$ cat config.mk
export PLATFORM = sky130hd
export DESIGN_NAME = ln_s1_ctrl_flat
export DESIGN_NICKNAME = d
export VERILOG_FILES = /design/src/rtl/ln_s1_ctrl_if.sv /design/src/rtl/ln_s1_ctrl.sv /design/src/flat_wrapper.sv
export SDC_FILE = /design/constraint.sdc
export NUM_CORES = 1
export LEC_CHECK = 0
export CAP_MARGIN = 30
export CORE_MARGIN = 1.5
export CORE_UTILIZATION = 28
export DETAILED_ROUTE_END_ITERATION = 6
export HOLD_SLACK_MARGIN = 0.15
export PLACE_DENSITY = 0.6
export SKIP_LAST_GASP = 1
export SLEW_MARGIN = 25
export SYNTH_ARGS = -nofsm -noshare
export SYNTH_HDL_FRONTEND = slang
export SYNTH_SLANG_ARGS = --single-unit
export TNS_END_PERCENT = 100
$ cat constraint.sdc
create_clock -name i_clk -period 3.1 [get_ports i_clk]
set_input_delay 0.62 -clock i_clk [delete_from_list [all_inputs] [get_ports i_clk]]
set_output_delay 0.62 -clock i_clk [all_outputs]
set_load 0.005 [all_outputs]
$ cat src/rtl/ln_s1_ctrl_if.sv
// Per-group Ex/Ex2 result handshake from the Stage1 sequencer to Stage2.
interface ln_s1_ctrl_if;
    logic        o_stat_valid;
    logic        i_stat_ready;
    logic [21:0] o_stat_ex;
    logic [31:0] o_stat_ex2;
    logic [7:0]  o_stat_grp;

    modport master (output o_stat_valid, o_stat_ex, o_stat_ex2, o_stat_grp,
                    input  i_stat_ready);
    modport slave  (input  o_stat_valid, o_stat_ex, o_stat_ex2, o_stat_grp,
                    output i_stat_ready);
endinterface

$ cat src/rtl/ln_s1_ctrl.sv
// LayerNorm Stage1 sequencer: streams N_ELEM-sample groups from SRAM into Stage1,
// writes x_norm back to the input buffer and hands Ex/Ex2 per group to Stage2.
module ln_s1_ctrl #(
    parameter int N_ELEM  = 8,
    parameter int ADDR_W  = 10,
    parameter int TIMEOUT = 64
) (
    input  logic              i_clk,
    input  logic              i_rst,
    input  logic              i_start,
    input  logic [7:0]        i_num_grp,
    input  logic [ADDR_W-1:0] i_base_addr,
    input  logic [1:0]        i_alpha,
    input  logic [7:0]        i_inv_n,
    output logic              o_busy,
    output logic              o_done,
    output logic              o_err,
    output logic              o_mem_rd,
    output logic [ADDR_W-1:0] o_mem_addr,
    input  logic [7:0]        i_mem_rdata,
    output logic              o_s1_valid,
    output logic [7:0]        o_s1_x,
    output logic [1:0]        o_s1_alpha,
    output logic [7:0]        o_s1_inv_n,
    input  logic              i_s1_done,
    input  logic [21:0]       i_s1_ex,
    input  logic [31:0]       i_s1_ex2,
    input  logic [8:0]        i_s1_x_norm,
    output logic              o_buf_we,
    output logic [ADDR_W-1:0] o_buf_waddr,
    output logic [8:0]        o_buf_wdata,
    ln_s1_ctrl_if.master      stat
);
    localparam int KW     = (N_ELEM > 1) ? $clog2(N_ELEM) : 1;
    localparam int TW     = $clog2(TIMEOUT + 1);
    localparam int STAGES = 1;

    typedef enum logic [2:0] {IDLE, FEED, WAIT, OUT, GAP} state_t;

    state_t          state;
    logic [STAGES:0] vld_pipe;  // [0] read issued, [1] SRAM data present
    logic [KW-1:0]   k;
    logic [7:0]      num_grp;
    logic [7:0]      grp;
    logic [TW-1:0]   tmo;

    assign o_mem_rd    = vld_pipe[0];
    assign o_s1_valid  = vld_pipe[STAGES];
    assign o_buf_we    = vld_pipe[STAGES];
    assign o_s1_x      = vld_pipe[STAGES] ? i_mem_rdata : '0;
    assign o_buf_wdata = vld_pipe[STAGES] ? i_s1_x_norm : '0;

    always_ff @(posedge i_clk) begin
        if (i_rst) begin
            state             <= IDLE;
            vld_pipe          <= '0;
            k                 <= '0;
            num_grp           <= '0;
            grp               <= '0;
            tmo               <= '0;
            o_busy            <= 1'b0;
            o_done            <= 1'b0;
            o_err             <= 1'b0;
            o_mem_addr        <= '0;
            o_buf_waddr       <= '0;
            o_s1_alpha        <= '0;
            o_s1_inv_n        <= '0;
            stat.o_stat_valid <= 1'b0;
            stat.o_stat_ex    <= '0;
            stat.o_stat_ex2   <= '0;
            stat.o_stat_grp   <= '0;
        end else begin
            o_done <= 1'b0;
            o_err  <= 1'b0;
            vld_pipe[STAGES:1] <= vld_pipe[STAGES-1:0];
            o_buf_waddr        <= o_mem_addr;
            case (state)
                IDLE: begin
                    if (i_start) begin
                        num_grp    <= i_num_grp;
                        o_mem_addr <= i_base_addr;
                        o_s1_alpha <= i_alpha;
                        o_s1_inv_n <= i_inv_n;
                        grp        <= '0;
                        k          <= '0;
                        if (i_num_grp == 8'd0) begin
                            o_done <= 1'b1;
                        end else begin
                            o_busy      <= 1'b1;
                            vld_pipe[0] <= 1'b1;
                            state       <= FEED;
                        end
                    end
                end
                FEED: begin
                    // Address keeps counting past the last read so the next group starts in place.
                    o_mem_addr <= o_mem_addr + 1'b1;
                    k          <= k + 1'b1;
                    tmo        <= '0;
                    if (k == KW'(N_ELEM - 1)) begin
                        vld_pipe[0] <= 1'b0;
                        state       <= WAIT;
                    end
                end
                WAIT: begin
                    // Done is only trusted once the last sample has left the pipe.
                    if (!vld_pipe[STAGES]) begin
                        if (i_s1_done) begin
                            stat.o_stat_valid <= 1'b1;
                            stat.o_stat_ex    <= i_s1_ex;
                            stat.o_stat_ex2   <= i_s1_ex2;
                            stat.o_stat_grp   <= grp;
                            state             <= OUT;
                        end else if (tmo == TW'(TIMEOUT - 2)) begin
                            o_err  <= 1'b1;
                            o_busy <= 1'b0;
                            state  <= IDLE;
                        end else begin
                            tmo <= tmo + 1'b1;
                        end
                    end
                end
                OUT: begin
                    if (stat.i_stat_ready) begin
                        stat.o_stat_valid <= 1'b0;
                        if (grp == num_grp - 8'd1) begin
                            o_done <= 1'b1;
                            o_busy <= 1'b0;
                            state  <= IDLE;
                        end else begin
                            grp   <= grp + 8'd1;
                            state <= GAP;
                        end
                    end
                end
                GAP: begin
                    vld_pipe[0] <= 1'b1;
                    k           <= '0;
                    state       <= FEED;
                end
                default: state <= IDLE;
            endcase
        end
    end
endmodule

$ cat src/flat_wrapper.sv
// flat-port wrapper written by rule: the top's interface ports become plain ports
module ln_s1_ctrl_flat 
#(
    parameter int N_ELEM  = 8,
    parameter int ADDR_W  = 10,
    parameter int TIMEOUT = 64
)
  (i_clk, i_rst, i_start, i_num_grp, i_base_addr, i_alpha, i_inv_n, o_busy, o_done, o_err, o_mem_rd, o_mem_addr, i_mem_rdata, o_s1_valid, o_s1_x, o_s1_alpha, o_s1_inv_n, i_s1_done, i_s1_ex, i_s1_ex2, i_s1_x_norm, o_buf_we, o_buf_waddr, o_buf_wdata, stat_o_stat_valid, stat_o_stat_ex, stat_o_stat_ex2, stat_o_stat_grp, stat_i_stat_ready);
  ln_s1_ctrl_if stat_i ();
  input  logic i_clk;
  input  logic i_rst;
  input  logic i_start;
  input  logic [7:0] i_num_grp;
  input  logic [ADDR_W-1:0] i_base_addr;
  input  logic [1:0] i_alpha;
  input  logic [7:0] i_inv_n;
  output logic o_busy;
  output logic o_done;
  output logic o_err;
  output logic o_mem_rd;
  output logic [ADDR_W-1:0] o_mem_addr;
  input  logic [7:0] i_mem_rdata;
  output logic o_s1_valid;
  output logic [7:0] o_s1_x;
  output logic [1:0] o_s1_alpha;
  output logic [7:0] o_s1_inv_n;
  input  logic i_s1_done;
  input  logic [21:0] i_s1_ex;
  input  logic [31:0] i_s1_ex2;
  input  logic [8:0] i_s1_x_norm;
  output logic o_buf_we;
  output logic [ADDR_W-1:0] o_buf_waddr;
  output logic [8:0] o_buf_wdata;
  output wire logic [$bits(stat_i.o_stat_valid)-1:0] stat_o_stat_valid;
  output wire logic [$bits(stat_i.o_stat_ex)-1:0] stat_o_stat_ex;
  output wire logic [$bits(stat_i.o_stat_ex2)-1:0] stat_o_stat_ex2;
  output wire logic [$bits(stat_i.o_stat_grp)-1:0] stat_o_stat_grp;
  input wire logic [$bits(stat_i.i_stat_ready)-1:0] stat_i_stat_ready;
  assign stat_o_stat_valid = stat_i.o_stat_valid;
  assign stat_o_stat_ex = stat_i.o_stat_ex;
  assign stat_o_stat_ex2 = stat_i.o_stat_ex2;
  assign stat_o_stat_grp = stat_i.o_stat_grp;
  assign stat_i.i_stat_ready = stat_i_stat_ready;
  ln_s1_ctrl #(.N_ELEM(N_ELEM), .ADDR_W(ADDR_W), .TIMEOUT(TIMEOUT)) u_core (.i_clk(i_clk), .i_rst(i_rst), .i_start(i_start), .i_num_grp(i_num_grp), .i_base_addr(i_base_addr), .i_alpha(i_alpha), .i_inv_n(i_inv_n), .o_busy(o_busy), .o_done(o_done), .o_err(o_err), .o_mem_rd(o_mem_rd), .o_mem_addr(o_mem_addr), .i_mem_rdata(i_mem_rdata), .o_s1_valid(o_s1_valid), .o_s1_x(o_s1_x), .o_s1_alpha(o_s1_alpha), .o_s1_inv_n(o_s1_inv_n), .i_s1_done(i_s1_done), .i_s1_ex(i_s1_ex), .i_s1_ex2(i_s1_ex2), .i_s1_x_norm(i_s1_x_norm), .o_buf_we(o_buf_we), .o_buf_waddr(o_buf_waddr), .o_buf_wdata(o_buf_wdata), .stat(stat_i));
endmodule
# Yosys cells after proc, flatten, opt, wreduce, memory -nomap -nowiden

Cells that the tools add are included.

Add/subtract/negate cells: 5
Equality and inequality tests: 19
Multiplexer cells: 43
Bitwise operators: 2
Reductions and logical operators: 19

Operators by type and width:

| operator                                                               | count |
|---|---|
| 8-bit 2-to-1 mux                                                       | 4 |
| 3-bit 2-to-1 mux                                                       | 9 |
| 7-bit 2-to-1 mux                                                       | 3 |
| 10-bit case mux with 2 select lines                                    | 1 |
| 1-bit 2-to-1 mux                                                       | 16 |
| 2-bit inequality test (second input constant)                          | 8 |
| 8-bit case mux with 2 select lines                                     | 1 |
| 4-bit AND reduction                                                    | 4 |
| 3-bit case mux with 5 select lines                                     | 1 |
| 7-bit case mux with 2 select lines                                     | 1 |
| 10-bit by 1-bit adder with 10-bit output (second input constant)       | 1 |
| 10-bit 2-to-1 mux                                                      | 1 |
| 9-bit 2-to-1 mux                                                       | 1 |
| 3-bit case mux with 3 select lines                                     | 1 |
| 8-bit by 1-bit adder with 8-bit output (second input constant)         | 1 |
| 8-bit equality test                                                    | 1 |
| 8-bit zero test                                                        | 1 |
| 8-bit AND reduction                                                    | 1 |
| 2-bit nonzero test                                                     | 4 |
| 8-bit by 1-bit subtractor with 8-bit output (second input constant)    | 1 |
| 7-bit by 1-bit adder with 7-bit output (second input constant)         | 1 |
| 7-bit by 6-bit equality test with 1-bit output (second input constant) | 1 |
| 3-bit by 2-bit equality test with 1-bit output (second input constant) | 2 |
| 3-bit equality test (second input constant)                            | 2 |
| other kinds (13)                                                       | 21 |

Bits in registers: 127
Input port bits: 104

# Longest topological paths before layout

Gate-level depths: netlist (run 1).

Depth in word-level cells: 5
Mapped depth: 10
Mapped depth without buffers: 9

# Worst setup path after synthesis (run 1)

No wires, ideal clock.

Path kind: register to register
From: register u_core.num_grp[0]
To: register u_core.grp[7]
Setup time: 0.115 ns
Arrival time: 2.130 ns
Path slack: 0.855 ns
Cell stages (with the launch flop): 11
Buffers on the path: 1
Cells stage by stage: dfxtp_1 > buf_6 > inv_1 > ha_1 > and2_4 > o21a_1 > o31a_1 > nor4_4 > a211oi_4 > and3_1 > o21a_1

Cells in the longest elaborated chain, start to end: 4

Ends and longest elaborated chain:

| item                                        | line              | text |
|---|---|---|
| from (decl)                                 | ln_s1_ctrl.sv:43  | `logic [7:0] num_grp;` |
| from (signal assigned)                      | ln_s1_ctrl.sv:80  | `num_grp <= i_num_grp;` |
| 8-bit by 1-bit subtractor with 8-bit output | ln_s1_ctrl.sv:126 | `if (grp == num_grp - 8'd1) begin` |
| 8-bit equality test                         | ln_s1_ctrl.sv:126 |  |
| 2-bit inequality test (no line)             | -                 |  |
| 4-bit AND reduction (no line)               | -                 |  |
| to (signal assigned)                        | ln_s1_ctrl.sv:131 | `grp <= grp + 8'd1;` |
| to (decl)                                   | ln_s1_ctrl.sv:44  | `logic [7:0] grp;` |

Every way passes these cells.
A chain may end at the register's enable or synchronous reset.

# Worst setup path in the final report (run 1)

From: register u_core.vld_pipe[1]
To: output port o_buf_wdata[4]

Cells in the longest elaborated chain, start to end: 1

Ends and longest elaborated chain:

| item                              | line               | text |
|---|---|---|
| from (decl)                       | ln_s1_ctrl.sv:41   | `logic [STAGES:0] vld_pipe;` |
| from (signal, indexed assignment) | ln_s1_ctrl.sv:75   | `vld_pipe[STAGES:1] <= vld_pipe[STAGES-1:0];` |
| 9-bit 2-to-1 mux                  | ln_s1_ctrl.sv:51   | `assign o_buf_wdata = vld_pipe[STAGES] ? i_s1_x_norm : '0;` |
| to (decl)                         | flat_wrapper.sv:33 | `output logic [8:0] o_buf_wdata;` |

Every way passes these cells.

==> metrics.csv, run 1 <==
metric,value,unit
outcome,completed,
core footprint,18700,sq um
Worst Path Arrival,1.84,ns
"Distinct cells, synth",56,
# IOs,220,
Max Cap Viol,0,
Global Route Usage Sum,15.8,%
initial antenna violation count,0,
HPWL after detailed placement,10900,um
wire length per cell,14.0,um
worst r2r src,u_core.num_grp[0],
Post-synth ARST share,0,%
relative slew slack,59.5,%
vias in the first global route,4689,
Crit Path Max Fanout,22,
synthesized cell area,5330,sq um
worst reg2reg setup slack,0.65,ns
multiplexer share of the synthesized area,0.752,%
CTS resizes,0,
worst reg2reg path depth,9,
synthesized instance count,662,
compound-cell area share of the yosys netlist,15.9,%
# DRC,0,
CTS tree,built,
CP Capture Type,output pin,
Die W,141,um
power per cell area,674,nW/um^2
met3 Use GR,5.77,%
first-pass GRT wire length,24800,um
largest family of logic cells by synthesized area,simple AND/OR/NAND/NOR gates,
synthesized flop and latch total,127,
Vias,5106,
critical path class,reg -> out,
Num CTS Buffers,17,
largest net degree at the start of global routing,49,
I/O Buffers,219,
Final TNS setup,0,ns
Mapped Nets,773,
Min-Delay Endpoint,u_core.stat.o_stat_ex2[27],
setup violators final,0,
Final Hold Vio Count,0,
register area share after synthesis,47.7,%
Initial DRT Pass Iterations,4,
highest clock rate,0.406,GHz
htree depth,4,
DR iter-0 viols,247,
worst hold path class,reg -> reg,
Most used DFF post-synth,dfxtp_1,
RSZ-0062 raised after global routing,false,
yosys warns,0,
clk_lat worst skew,0.42,ns
Post-Layout Cell Count,1113,
hold wc startpoint,u_core.stat.o_stat_ex2[27],
die area,19900,sq um
Placed Cells,1081,
clock-pin slew on the worst setup and hold paths,0.05,ns
die height,141,um
Final nets,977,
total grt overflow,0,
met1 GRT Util,20.1,%
"leading cell type in the layout, fill and taps excluded",clkdlybuf4s50_1,
routed vias/inst,4.59,
Leakage,3.01,nW
most frequent cells in the layout,"218 x clkdlybuf4s50_1, 187 x nand2_1, 127 x dfxtp_1",
Pins Over Slew Limit,0,
Post-synth EDFFs,0,
number of diodes,0,
Hold Path Depth,2,
grt met2 use,24.8,%
worst flop-to-flop path endpoint,u_core.grp[7],
layout cells sized above 1,7.17,%
Critical Path RT,2.48,ns
Slew @ Worst Pin,0.603,ns
# clock sinks,127,
Worst Skew,0.00824,ns
fin crit period,2.46,ns
adder-cell share of the synthesized area,1.64,%
Peak VDD IR,0.428,mV
# hold bufs at CTS,0,
routability cong.,0.803,
startpoint class of the critical path,register,
"Avg Cell Area, Syn",8.04,sq um
final WL,15600,um
DRT antenna net count,0,
GR peak layer,met2,
Simple-Gate Fraction of Synth Area,27.2,%
Starting Density,28.5,%
Max Root-Sink Buffers,2,
fin crit share,79.5,%
post-CTS setup buffer count,0,
xor and xnor area share after synthesis,2.80,%
# rows,50,
clock root cell,clkbuf_16,
synth-to-layout area growth,56.9,%
[routing by layer]
layer / vias up / wire, um
li1: 2634 / -
met2: 164 / 6870
met5: - / 0
met4: 0 / 191
met3: 15 / 1220
met1: 2293 / 7330
[worst max-delay path: stages, from the launching register on]
cell and delay, ns:
dfxtp_1 0.69, and2_1 0.24, clkdlybuf4s50_1 0.50
[power by group]
part / switching [mW] / internal [mW] / total [mW]
Combinational: 0.786 / 0.778 / 1.56
Clock: 0.733 / 1.33 / 2.06
Sequential: 0.197 / 1.81 / 2.01
[logic make-up after synthesis]
group           count (synthesis)
compound gates                145
xor+xnor                       17
fa+ha+maj                       7
buf+inv                        51
flops                         127
mux                             4
simple gates                  311
[synthesized netlist by cell type, types with 3 or more instances]
library cell / count / area (sq um)
buf_2: 5 / 25.0
nand4_1: 5 / 31.3
a211oi_1: 5 / 37.5
a21oi_1: 99 / 495
nor3_1: 10 / 50.1
nand3_1: 6 / 30.0
nand2_1: 187 / 702
nor2b_1: 13 / 81.3
ha_1: 7 / 87.6
clkbuf_1: 36 / 135
xor2_1: 10 / 87.6
dfxtp_1: 127 / 2540
nor3_2: 4 / 40.0
inv_1: 6 / 22.5
nor2_1: 32 / 120
and3_1: 9 / 56.3
and2_1: 19 / 119
mux2i_1: 4 / 40.0
xnor2_1: 7 / 61.3
a31oi_1: 4 / 25.0
or3_1: 3 / 18.8
o21ai_0: 11 / 55.1
a22oi_1: 4 / 30.0
[how the worst max path moves through the flow]
stage                        from               to  cells after the start
2_1_floorplan   u_core.num_grp[0]    u_core.grp[7]                     10
3_3_place_gp         i_num_grp[7]  u_core.state[1]                      7
3_5_place_dp         i_num_grp[7]  u_core.state[1]                      7
4_1_cts        u_core.vld_pipe[1]   o_buf_wdata[4]                      2
5_1_grt        u_core.vld_pipe[1]   o_buf_wdata[4]                      2
6_report       u_core.vld_pipe[1]   o_buf_wdata[4]                      2
[area by class of cell]
cell class	count	area (sq um)
clock buffers	22	474
clock inverters	10	135
fillers	1878	10400
inverters	6	22.5
multi-input cells	484	2580
flip-flops and latches	127	2540
well taps	234	293
repair buffers	230	2310
[registers in the layout, summed over array words and instances (netlist names), 2 cells and up]
name and flops:
u_core.stat.o_stat_ex2 32, u_core.stat.o_stat_ex 22, u_core.o_buf_waddr 10, u_core.o_mem_addr 10, u_core.grp 8, u_core.num_grp 8
u_core.o_s1_inv_n 8, u_core.stat.o_stat_grp 8, u_core.tmo 7, u_core.k 3, u_core.state 3, u_core.o_s1_alpha 2
u_core.vld_pipe 2
[per-stage QoR]
stage,total power [mW],hold WS [ns],utilization [%],setup slack (ns),area (sq um)
global route,5.98,0.470,44.7,0.450,8350
detailed placement,3.62,0.445,41.4,0.430,7740
CTS,5.70,0.453,44.7,0.536,8350
floorplan,2.89,0.448,-,0.855,5330
global placement,3.61,0.440,41.4,0.449,7740
finish,5.63,0.449,44.7,0.637,8350
Note: power is estimated with default switching activity, not from simulation.
==> run 2, diff against run 1 <==
==> constraint.sdc (replaced) <==
create_clock -name i_clk -period 2.5 [get_ports i_clk]
set_input_delay 0.5 -clock i_clk [delete_from_list [all_inputs] [get_ports i_clk]]
set_output_delay 0.5 -clock i_clk [all_outputs]
set_load 0.005 [all_outputs]
==> metrics.csv, run 2 (synthesis results as in run 1) <==
metric,value,unit,change
Fillers,1894,,+0.85%
Num CTS Buffers,17,,unchanged
met3 Use GR,5.40,%,-0.37 points
wire length per cell,14.3,um,+2.2%
die area,19900,sq um,unchanged
worst hold path class,reg -> reg,,
"Top cell by count, worst path",o21a_1,,
Die W,141,um,unchanged
Top Registers,"u_core.stat.o_stat_ex2 (32), u_core.stat.o_stat_ex (22)",,
# clock sinks,127,,unchanged
layout cells sized above 1,7.51,%,+0.34 points
Biggest register,u_core.stat.o_stat_ex2,,
Final nets,980,,+0.31%
setup violators final,0,,unchanged
number of diodes,0,,unchanged
register area,2540,sq um,about the same
worst path cell trace,inv_1 > ha_1 > and2_4 > o21a_1 > o31a_1 > nor4_4 > a211oi_4 > and3_1 > o21a_1,,
hold slack,0.451,ns,+0.00214 ns
core footprint,18700,sq um,unchanged
Leakage,3.02,nW,+0.43%
clock-pin slew on the worst setup and hold paths,0.06,ns,about the same
post-CTS setup buffer count,0,,unchanged
final setup margin,0.133,ns,-0.504 ns
routed vias/inst,4.71,,+2.8%
met1 GRT Util,20.8,%,+0.69 points
relative slew slack,60.2,%,+0.70 points
highest-delay cell along the critical path,dfxtp_1,,
grt met2 use,25.0,%,+0.26 points
Global Route Usage Sum,16.2,%,+0.39 points
htree depth,4,,unchanged
Max Root-Sink Buffers,2,,unchanged
Place WS,0.0758,ns,-0.355 ns
# DRC,0,,unchanged
RSZ-0062 raised after global routing,false,,
die height,141,um,unchanged
synth-to-layout area growth,57.1,%,
Worst Skew,0.00473,ns,-0.00351 ns
GR peak layer,met2,,
Vias,5247,,+2.8%
Final TNS setup,0,ns,unchanged
max reg flops,32,,unchanged
Critical Path Max Stage Delay,0.40,ns,-0.29 ns
final WL,16000,um,+2.2%
Pins Over Slew Limit,0,,unchanged
Peak VDD IR,0.528,mV,+23%
fin crit period,2.37,ns,
# hold bufs at CTS,0,,unchanged
Worst Path Arrival,2.68,ns,+0.84 ns
routability cong.,0.760,,-5.4%
largest net degree at the start of global routing,63,,+29%
Initial DRT Pass Iterations,4,,unchanged
Slew @ Worst Pin,0.597,ns,-0.00542 ns
HPWL after detailed placement,11100,um,+1.2%
I/O Buffers,219,,unchanged
Critical Path RT,2.81,ns,+0.33 ns
Crit Path Max Fanout,7,,-68%
# rows,50,,unchanged
"leading cell type in the layout, fill and taps excluded",clkdlybuf4s50_1,,
# IOs,220,,unchanged
Max Cap Viol,0,,unchanged
CP Capture Type,register,,
fin crit share,94.7,%,
Final Hold Vio Count,0,,unchanged
Starting Density,28.5,%,unchanged
total grt overflow,0,,unchanged
most frequent cells in the layout,"218 x clkdlybuf4s50_1, 187 x nand2_1, 126 x dfxtp_1",,
highest clock rate,0.422,GHz,
DRT antenna net count,0,,unchanged
clock root cell,clkbuf_16,,
power per cell area,829,nW/um^2,+23%
initial antenna violation count,0,,unchanged
clk_lat worst skew,0.41,ns,about the same
final core occ,44.7,%,+0.074 points
critical path class,reg -> reg,,
vias in the first global route,4848,,+3.4%
DR iter-0 viols,276,,+12%
startpoint class of the critical path,register,,
CTS tree,built,,
outcome,completed,,
area of the multi-input gates,2580,sq um,unchanged
first-pass GRT wire length,25400,um,+2.1%
run 2: cell count changes in the layout (fill, tap and decap cells not counted):
cell | previous run | this run
clkinv_4 | 2 | 0
dfxtp_2 | 0 | 1
clkbuf_8 | 3 | 7
clkinv_2 | 4 | 2
dfxtp_1 | 127 | 126
buf_4 | 9 | 12
clkbuf_1 | 2 | 0
bufinv_16 | 3 | 2
run 2: critical path, delay by kind of cell, from the launching register on:
family | cells | cell delay, ns
flip-flops | 1 | 0.40
buffers and inverters | 1 | 0.07
AND/OR/NAND/NOR | 3 | 0.76
AO/OA/AOI/OAI | 4 | 0.79
adder cells (fa/ha/maj) | 1 | 0.26
run 2: metal layers:
metal  vias to the layer above  share of wire (%)
met5                         -                  0
met4                         0                2.0
met3                        24                7.1
met2                       179                 45
met1                      2401                 46
li1                       2643                  -
run 2: power by group:
group / switching (mW) / leakage [nW] / internal [mW]
registers: 0.205 / 1.03 / 2.25
logic: 1.02 / 1.70 / 0.962
clock network: 0.874 / 0.296 / 1.63
run 2: cell type report:
cell class | instances | share of cell area [%]
multi-input combinational | 484 | 30.8
sequential | 127 | 30.4
timing repair buffer | 233 | 27.9
clock buffer | 24 | 6.24
tap | 234 | 3.50
clock inverter | 5 | 0.927
inverter | 6 | 0.269
run 2: worst paths after layout:
path / start / end / slack [ns] / cells after the start
setup / recovery: u_core.num_grp[1] / u_core.grp[7] / 0.13 / 9
hold / removal: u_core.stat.o_stat_ex2[11] / u_core.stat.o_stat_ex2[11] / 0.45 / 2
setup reg to reg: u_core.num_grp[1] / u_core.grp[7] / 0.13 / 9
hold reg to reg: u_core.stat.o_stat_ex2[11] / u_core.stat.o_stat_ex2[11] / 0.45 / 2
run 2: stage by stage:
stage	total power, mW	cell area, sq um	instances
2_1_floorplan	3.59	5330	662
3_3_place_gp	4.47	7770	1084
3_5_place_dp	4.49	7770	1084
4_1_cts	7.02	8370	1113
5_1_grt	7.34	8370	1113
6_report	6.94	8370	1113
run 2: repair_timing:
| item | CTS | global route |
|---|---|---|
| endpoints found under the hold margin | 0 | 0 |
| setup endpoints to repair | 0 | 12 |
| resized for setup | 0 | 1 |
==> run 3, diff against run 2 <==
--- a/config.mk
+++ b/config.mk
@@ -6,7 +6,7 @@
 export NUM_CORES = 1
 export LEC_CHECK = 0
 export CAP_MARGIN = 30
-export CORE_MARGIN = 1.5
+export CORE_MARGIN = 2
 export CORE_UTILIZATION = 28
 export DETAILED_ROUTE_END_ITERATION = 6
 export HOLD_SLACK_MARGIN = 0.15
==> metrics.csv, run 3 (synthesis results as in run 1) <==
metric,value,unit,change
worst hold path class,reg -> reg,,
Buf/Inv on CP,1,,unchanged
htree depth,4,,unchanged
clock-pin slew on the worst setup and hold paths,0.06,ns,about the same
Worst Skew,0.00779,ns,+0.00306 ns
largest net degree at the start of global routing,63,,unchanged
highest clock rate,0.422,GHz,-0.18%
fin crit period,2.37,ns,+0.00419 ns
first-pass GRT wire length,24900,um,-1.7%
met3 Use GR,5.40,%,about the same
post-CTS setup buffer count,0,,unchanged
GR peak layer,met2,,
number of diodes,0,,unchanged
final WL,15800,um,-1.2%
Max Root-Sink Buffers,2,,unchanged
relative slew slack,63.0,%,+2.8 points
setup violators final,0,,unchanged
area of the multi-input gates,2580,sq um,unchanged
"leading cell type in the layout, fill and taps excluded",clkdlybuf4s50_1,,
Place WS,0.0948,ns,+0.0190 ns
HPWL after detailed placement,11000,um,-0.99%
die height,142,um,+0.71%
Crit Path Max Fanout,7,,unchanged
layout cells sized above 1,7.59,%,+0.079 points
power per cell area,820,nW/um^2,-1.1%
outcome,completed,,
Pins Over Slew Limit,0,,unchanged
highest-delay cell along the critical path,dfxtp_1,,
final core occ,44.7,%,about the same
CP Capture Type,register,,
Worst Path Arrival,2.67,ns,about the same
routed vias/inst,4.60,,-2.5%
Final Hold Vio Count,0,,unchanged
Leakage,3.02,nW,-0.13%
# DRC,0,,unchanged
critical path class,reg -> reg,,
Die W,142,um,+0.71%
I/O Buffers,219,,unchanged
initial antenna violation count,0,,unchanged
DRT antenna net count,0,,unchanged
fin crit share,94.9,%,+0.17 points
critical path's top delay family,compound AO/OA/AOI/OAI gates,,
synth-to-layout area growth,57.0,%,about the same
core footprint,18700,sq um,unchanged
vias in the first global route,4892,,+0.91%
most frequent cells in the layout,"218 x clkdlybuf4s50_1, 187 x nand2_1, 126 x dfxtp_1",,
Num CTS Buffers,17,,unchanged
DR iter-0 viols,325,,+18%
Final TNS setup,0,ns,unchanged
max reg flops,32,,unchanged
"Top cell by count, worst path",o21a_1,,
worst path cell trace,inv_1 > ha_1 > and2_4 > o21a_1 > o31a_1 > nor4_4 > a211oi_4 > and3_1 > o21a_1,,
Max Cap Viol,0,,unchanged
CTS tree,built,,
Critical Path Max Stage Delay,0.39,ns,about the same
clock root cell,clkbuf_16,,
Top Registers,"u_core.stat.o_stat_ex2 (32), u_core.stat.o_stat_ex (22)",,
# rows,50,,unchanged
Starting Density,28.5,%,unchanged
RSZ-0062 raised after global routing,false,,
# clock sinks,127,,unchanged
register area,2540,sq um,unchanged
Biggest register,u_core.stat.o_stat_ex2,,
Peak VDD IR,0.483,mV,-8.5%
wire length per cell,14.1,um,-1.6%
Slew @ Worst Pin,0.551,ns,-0.0467 ns
Vias,5134,,-2.2%
startpoint class of the critical path,register,,
die area,20100,sq um,+1.4%
met1 GRT Util,19.5,%,-1.3 points
# IOs,220,,unchanged
Global Route Usage Sum,15.6,%,-0.62 points
total grt overflow,0,,unchanged
final setup margin,0.129,ns,-0.00419 ns
Final nets,981,,+0.10%
routability cong.,0.741,,-2.5%
Critical Path RT,2.80,ns,about the same
Initial DRT Pass Iterations,6,,+2
clk_lat worst skew,0.41,ns,about the same
grt met2 use,25.2,%,+0.22 points
Fillers,1839,,-2.9%
[run 3: repair_timing]
item | 4_1_cts | 5_1_grt
gates resized for setup | 0 | 1
setup endpoints to repair | 0 | 2
hold buffers | 0 | 0
[run 3: path summary, 6_finish.rpt]
kind / start / slack (ns) / cells past startpoint / to
worst max-delay path: u_core.num_grp[1] / 0.13 / 9 / u_core.grp[7]
worst min-delay path: u_core.stat.o_stat_ex2[0] / 0.45 / 2 / u_core.stat.o_stat_ex2[0]
worst max register to register: u_core.num_grp[1] / 0.13 / 9 / u_core.grp[7]
worst min register to register: u_core.stat.o_stat_ex2[0] / 0.45 / 2 / u_core.stat.o_stat_ex2[0]
[run 3: report_power, final]
part / leakage [nW] / total (mW) / switching (mW) / internal (mW)
combinational: 1.70 / 1.95 / 0.983 / 0.969
clock: 0.287 / 2.44 / 0.895 / 1.55
sequential: 1.03 / 2.46 / 0.218 / 2.25
[run 3: cell type report]
| class | instances | area share, % |
|---|---|---|
| Multi-Input combinational cell | 484 | 30.8 |
| Sequential cell | 127 | 30.4 |
| Timing Repair Buffer | 234 | 28.0 |
| Clock buffer | 23 | 5.72 |
| Tap cell | 234 | 3.50 |
| Clock inverter | 9 | 1.30 |
| Inverter | 6 | 0.269 |
[run 3: layer usage]
layer  routed length [um]  part of all wire (%)
met1                 7290                    46
met2                 7260                    46
met3                 1020                   6.5
met4                  195                   1.2
met5                    0                     0
[run 3: worst min-delay path, stage by stage (launching register included)]
cell and delay (ns):
dfxtp_1 0.30, nand2_1 0.05, a21oi_1 0.05
[run 3: stage by stage]
step	instance area [sq um]	power [mW]	instances	hold slack, ns
2_1_floorplan	5330	3.59	662	0.448
4_1_cts	8360	6.97	1117	0.454
3_5_place_dp	7770	4.48	1085	0.445
6_report	8360	6.86	1117	0.451
5_1_grt	8360	7.28	1117	0.472
3_3_place_gp	7770	4.47	1085	0.441
